--- src/rtl/pipeline_hazard_ctrl_pkg.sv ---
// Shared constants, field slices and FSM state type for the pipeline hazard controller.
package pipeline_hazard_ctrl_pkg;

    localparam int OPC_HI = 31;
    localparam int OPC_LO = 27;
    localparam int RD_HI  = 26;
    localparam int RD_LO  = 22;
    localparam int RS_HI  = 21;
    localparam int RS_LO  = 17;
    localparam int RT_HI  = 16;
    localparam int RT_LO  = 12;
    localparam int ALU_HI = 6;
    localparam int ALU_LO = 2;

    localparam logic [4:0] OP_RTYPE = 5'b00000;
    localparam logic [4:0] OP_BNE   = 5'b00010;
    localparam logic [4:0] OP_JR    = 5'b00100;
    localparam logic [4:0] OP_ADDI  = 5'b00101;
    localparam logic [4:0] OP_BLT   = 5'b00110;
    localparam logic [4:0] OP_SW    = 5'b00111;
    localparam logic [4:0] OP_LW    = 5'b01000;
    localparam logic [4:0] OP_BEX   = 5'b10110;

    localparam logic [4:0] ALU_MUL  = 5'b00110;
    localparam logic [4:0] ALU_DIV  = 5'b00111;

    // bex tests the status register implicitly
    localparam logic [4:0] REG_STATUS = 5'd30;

    typedef enum logic [1:0] {
        MD_IDLE = 2'd0,
        MD_BUSY = 2'd1,
        MD_ERR  = 2'd2
    } md_state_t;

    function automatic logic [4:0] opcode_of(input logic [31:0] ir);
        return ir[OPC_HI:OPC_LO];
    endfunction

endpackage

--- src/rtl/pipeline_hazard_ctrl_decode_src_regs.sv ---
// Combinational source-register decode of one instruction word (up to two sources).
module decode_src_regs
    import pipeline_hazard_ctrl_pkg::*;
(
    input  logic [31:0] ir,
    output logic [4:0]  src_a,
    output logic [4:0]  src_b,
    output logic        valid_a,
    output logic        valid_b
);

    logic unused_ir_bits;
    assign unused_ir_bits = ^ir[11:0];

    always_comb begin
        src_a   = '0;
        src_b   = '0;
        valid_a = 1'b0;
        valid_b = 1'b0;
        case (opcode_of(ir))
            OP_RTYPE: begin
                src_a   = ir[RS_HI:RS_LO];
                src_b   = ir[RT_HI:RT_LO];
                valid_a = 1'b1;
                valid_b = 1'b1;
            end
            OP_ADDI, OP_LW: begin
                src_a   = ir[RS_HI:RS_LO];
                valid_a = 1'b1;
            end
            OP_SW: begin
                src_a   = ir[RS_HI:RS_LO];
                src_b   = ir[RD_HI:RD_LO];
                valid_a = 1'b1;
                valid_b = 1'b1;
            end
            OP_BNE, OP_BLT: begin
                src_a   = ir[RD_HI:RD_LO];
                src_b   = ir[RS_HI:RS_LO];
                valid_a = 1'b1;
                valid_b = 1'b1;
            end
            OP_JR: begin
                src_a   = ir[RD_HI:RD_LO];
                valid_a = 1'b1;
            end
            OP_BEX: begin
                src_a   = REG_STATUS;
                valid_a = 1'b1;
            end
            default: ;
        endcase
    end

endmodule

--- config.mk ---
export PLATFORM = sky130hd
export DESIGN_NAME = decode_src_regs
export DESIGN_NICKNAME = d
export VERILOG_FILES = /design/src/rtl/pipeline_hazard_ctrl_pkg.sv /design/src/rtl/pipeline_hazard_ctrl_decode_src_regs.sv
export SDC_FILE = /design/constraint.sdc
export NUM_CORES = 1
export LEC_CHECK = 0
export ABC_CLOCK_PERIOD_IN_PS = 1030
export BUFFER_PORTS_ARGS = -buffer_cell sky130_fd_sc_hd__buf_2
export CAP_MARGIN = 15
export CELL_PAD_IN_SITES_DETAIL_PLACEMENT = 1
export CELL_PAD_IN_SITES_GLOBAL_PLACEMENT = 1
export CORE_MARGIN = 2
export CORE_UTILIZATION = 18
export DETAILED_ROUTE_END_ITERATION = 8
export PLACE_DENSITY = 0.94
export SLEW_MARGIN = 10
export SYNTH_ARGS = -nofsm -noshare
export SYNTH_HDL_FRONTEND = slang
export SYNTH_SLANG_ARGS = --single-unit
--- constraint.sdc ---
create_clock -name vclk -period 1.03
set_input_delay 0 -clock vclk [all_inputs]
set_output_delay 0 -clock vclk [all_outputs]
set_load 0.02 [all_outputs]
==> results of run 1 <==
## worst max-delay path, stage by stage
cell and delay, ns:
buf_8 0.10, nor4bb_4 0.15, or2_4 0.28, a221o_1 0.34, buf_6 0.14
## routing by layer
metal | GRT usage (%) | up-vias | part of all wire (%)
met4 | 0 | 0 | 0
li1 | - | 224 | -
met3 | 0.4167 | 0 | 8.7
met2 | 30.00 | 24 | 58
met5 | 0 | - | 0
met1 | 13.83 | 222 | 33
## how the worst max path moves through the flow
stage / startpoint / to / slack, ns / depth (start not counted)
finish: ir[29] / src_a[4] / 0.01 / 5
global route: ir[30] / src_b[0] / -0.04 / 5
CTS: ir[29] / src_a[4] / 0.002 / 5
detailed placement: ir[27] / src_a[4] / -0.14 / 5
global placement: ir[27] / src_a[2] / -0.1 / 5
floorplan: ir[28] / src_b[0] / 0.08 / 4
## per-stage QoR
| stage | util (%) | power [µW] |
|---|---|---|
| final | 43.36 | 269.5 |
| after global routing | 43.36 | 289.4 |
| after CTS | 41.45 | 260.4 |
| after detailed placement | 35.80 | 223.4 |
| after global placement | 35.80 | 216.1 |
| after floorplan | - | 105.4 |
## cell usage after synthesis (all sizes together)
master,n
or2,1
buf,2
nor4,1
nor4bb,1
a211oi,1
nor2,3
nor4b,2
or3,1
a22o,1
a211o,1
a22oi,5
o21bai,1
o2bb2ai,5
a221o,4
nor2b,1
nand2,1
## cell type report
cell class / instances / area [µm²]
fillers: 194 / 853.3
repair buffers: 43 / 321.6
multi-input cells: 29 / 311.5
well taps: 16 / 20.02
## cells by family (layout without fill, tap and decap cells)
group | count (synthesis) | in the layout | synth area share, %
buf+inv | 2 | 43 | 5.650
simple gates | 11 | 11 | 40.43
compound gates | 18 | 18 | 53.92
## report_power, final
group          internal [µW]  switching (µW)  leakage, µW
sequential                 0               0            0
clock                      0               0            0
combinational            143             126     0.000312
## what timing repair did
item / 4_1_cts / 5_1_grt
gates cloned: 0 / 0
hold endpoints to repair: 0 / 0
setup buffers: 1 / 1
pin swaps: 5 / 1
gates resized for setup: 21 / 8
endpoints found under the setup margin: 9 / 11
==> qor.yml, run 1 <==
outcome:
  status: "finished, final reports clean"
final_layout:
  antenna_cells: 0
  layout_common_cells: "buf_2, buf_4, buf_6, a22oi_1, o2bb2ai_1"
  postLayoutCellArea_um2: 653.1
  design.seq.count: 0
  area_growth_pct: 127.0
  stdcell_count: 88
  clkbuf_count: 0
  nets: 106
  seq_area_um2: 0
  final_common_cell: "buf_2"
  drive_gt1_share_pct: 73.61
sta:
  rsz0062_at_grt: "true"
  setup_tns_ns: 0
  finalHoldViolations: 0
  post-route-min-period_ns: 1.016
  hold_slack_ns: 0.3279
  slew_viol_final: 0
  slew_headroom_pct: 79.92
  setup_viol_count_final: 0
  timing.final.crit_share_pct: 98.63
  setup_ws_ns: 0.01406
  worst_pin_slew_ns: 0.2999
  fmax_mhz: 984.3
routing:
  dr.pass1.iters: 5
  routedWlPerCell_um: 14.50
  wirelength_um: 1276
  viasPerCell: 5.341
  drc: 0
  detail-route-antenna-nets: 0
  vias: 470
  drt_iter0_drc: 5
power:
  cellPowerDensity_mw_per_mm2: 412.6
  p_leak_uw: 0.0003118
  peakVddDrop_mv: 0.1416
place:
  dp.cells: 87
  place_ws_ns: -0.1376
  dp_hpwl_um: 1054
  portBuffers: 32
  placed_area_um2: 539.3
  gp_congestion: 0.7366
logic_synthesis:
  synthesis.area_um2: 287.8
  syn-mean-instance-area_um2: 9.283
  syn_nets: 63
  synthDominantCellAreaShare_pct: 15.22
  synth_area_leaders: "o2bb2ai_1, a221o_1, a22oi_1"
  yosys_warnings: 0
  synth-seq-area-share_pct: 0
  yosys.area.top_type: "o2bb2ai_1"
  synthCells: 31
  synthDistinctLibCells: 20
global_routing:
  grt_remaining_overflow: 0
  grt_pass1_wl_um: 2035
  grt_pass1_vias: 476
  grt_max_degree: 7
  antenna_found_initial: 0
  grt_usage_pct: 13.42
critical_path:
  critPathRequiredTime_ns: 1.03
  critPathKind: "in2out"
  crit_path_max_fanout: 5
  worstSetupEndpointType: "primary output"
  worstPathArrival_ns: 1.02
  startpoint_type: "input port"
hold_path:
  hp-start: "ir[25]"
  hold_depth: 3
  hold_end: "src_b[3]"
  min_path_type: "in2out"
floorplanning:
  placementRows: 14
  start_util_pct: 19.10
  fp.dieW_um: 43.99
  io_pins: 44
  coreArea_mm2: 0.001506
  die-height_um: 43.99
  dieArea_mm2: 0.001935
clock_tree:
  holdBufCountCts: 0
run:
  max_cap_violations: 0
No activity file was read; power rests on OpenSTA's default activity.
==> run 2, diff against run 1 <==
Settings changed: BUFFER_PORTS_ARGS -buffer_cell sky130_fd_sc_hd__buf_2 to -buffer_cell sky130_fd_sc_hd__buf_4, REMOVE_ABC_BUFFERS set to 1.
==> run 2 against run 1 <==
  * Non-clock buffer count fell by 2
  * Critical path depth up 1
  * Global-route usage is 1.0 points lower
  * Final cell count decreased by 2.3%
  * Via count is 2.6% lower
  * Total power up 3.4%
  * Final area is 2.1% higher
  * Worst hold slack got worse by 0.0048 ns
  * Highest routed layer is now met4
==> qor.yml, run 2 (synthesis results as in run 1) <==
clock_tree:
  holdBufCountCts: 0
power:
  p_leak_uw: 0.0003071
  cellPowerDensity_mw_per_mm2: 417.8
  peakVddDrop_mv: 0.1640
sta:
  setup_ws_ns: 0.03051
  worst_pin_slew_ns: 0.3093
  finalHoldViolations: 0
  setup_viol_count_final: 0
  setup_tns_ns: 0
  rsz0062_at_grt: "true"
  slew_headroom_pct: 79.29
  slew_viol_final: 0
  post-route-min-period_ns: 0.9995
  fmax_mhz: 1001
  hold_slack_ns: 0.3231
  timing.final.crit_share_pct: 97.04
global_routing:
  grt_pass1_wl_um: 1897
  grt_max_degree: 7
  antenna_found_initial: 0
  grt_pass1_vias: 453
  grt_remaining_overflow: 0
  grt_usage_pct: 12.41
critical_path:
  worstSetupEndpointType: "primary output"
  crit_path_max_fanout: 6
  worstPathArrival_ns: 1.00
  startpoint_type: "input port"
  critPathKind: "in2out"
  startpoint: "ir[30]"
  critPathRequiredTime_ns: 1.03
floorplanning:
  placementRows: 14
  coreArea_mm2: 0.001506
  start_util_pct: 19.10
  dieArea_mm2: 0.001935
  fp.dieW_um: 43.99
  die-height_um: 43.99
  io_pins: 44
place:
  place_ws_ns: -0.09278
  portBuffers: 32
  gp_congestion: 0.7163
  dp.cells: 85
  dp_hpwl_um: 1041
hold_path:
  hold_depth: 3
  min_path_type: "in2out"
  hp-start: "ir[25]"
outcome:
  status: "finished, final reports clean"
routing:
  viasPerCell: 5.326
  wirelength_um: 1268
  detail-route-antenna-nets: 0
  vias: 458
  routedWlPerCell_um: 14.74
  drt_iter0_drc: 2
  dr.pass1.iters: 4
  drc: 0
final_layout:
  seq_area_um2: 0
  stdcell_count: 86
  layout_common_cells: "buf_4, buf_6, a22oi_1, o2bb2ai_1, a221o_1"
  drive_gt1_share_pct: 71.43
  final_common_cell: "buf_4"
  clkbuf_count: 0
  design.seq.count: 0
  antenna_cells: 0
  nets: 104
  area_growth_pct: 131.7
run:
  max_cap_violations: 0
-- run 2: worst max-delay path: stages --
cell      delay (ns)
buf_4           0.12
buf_4           0.15
nor4b_4         0.26
buf_4           0.18
o21bai_1        0.12
buf_4           0.16
-- run 2: where the power goes --
part | internal [µW] | switching (µW)
clock network | 0 | 0
logic | 154 | 124
registers | 0 | 0
-- run 2: per-stage QoR --
| stage | power (µW) | utilization, % | cell area, µm² |
|---|---|---|---|
| 6_report | 278.6 | 44.27 | 666.9 |
| 5_1_grt | 295.4 | 44.27 | 666.9 |
| 4_1_cts | 272.3 | 43.02 | 648.1 |
| 3_5_place_dp | 254.8 | 40.12 | 604.3 |
| 3_3_place_gp | 248.9 | 40.12 | 604.3 |
| 2_1_floorplan | 96.69 | - | 271.5 |
-- run 2: final cells by class --
type,instances,area (µm²)
fill,182,839.6
tap,16,20.02
timing repair buffer,41,346.6
multi-input combinational,29,300.3
-- run 2: routing by layer --
metal / up-vias / global-route usage [%] / part of all wire (%) / wire (µm)
met5: - / 0 / 0 / 0
met4: 0 / 3.636 / 2.7 / 34
met3: 4 / 0.4167 / 8.6 / 109
met2: 25 / 22.94 / 53 / 669
met1: 210 / 15.31 / 36 / 454
li1: 219 / - / - / -
-- run 2: path summary, 6_finish.rpt --
kind                  endpoint
worst max-delay path   valid_b
worst min-delay path  src_b[3]
-- run 2: repair_timing --
action                                  CTS  global route
cloned                                    0             0
buffers inserted                          1             0
gates resized for setup                   8             3
endpoints found under the setup margin   11             9
pin swaps                                 4             6
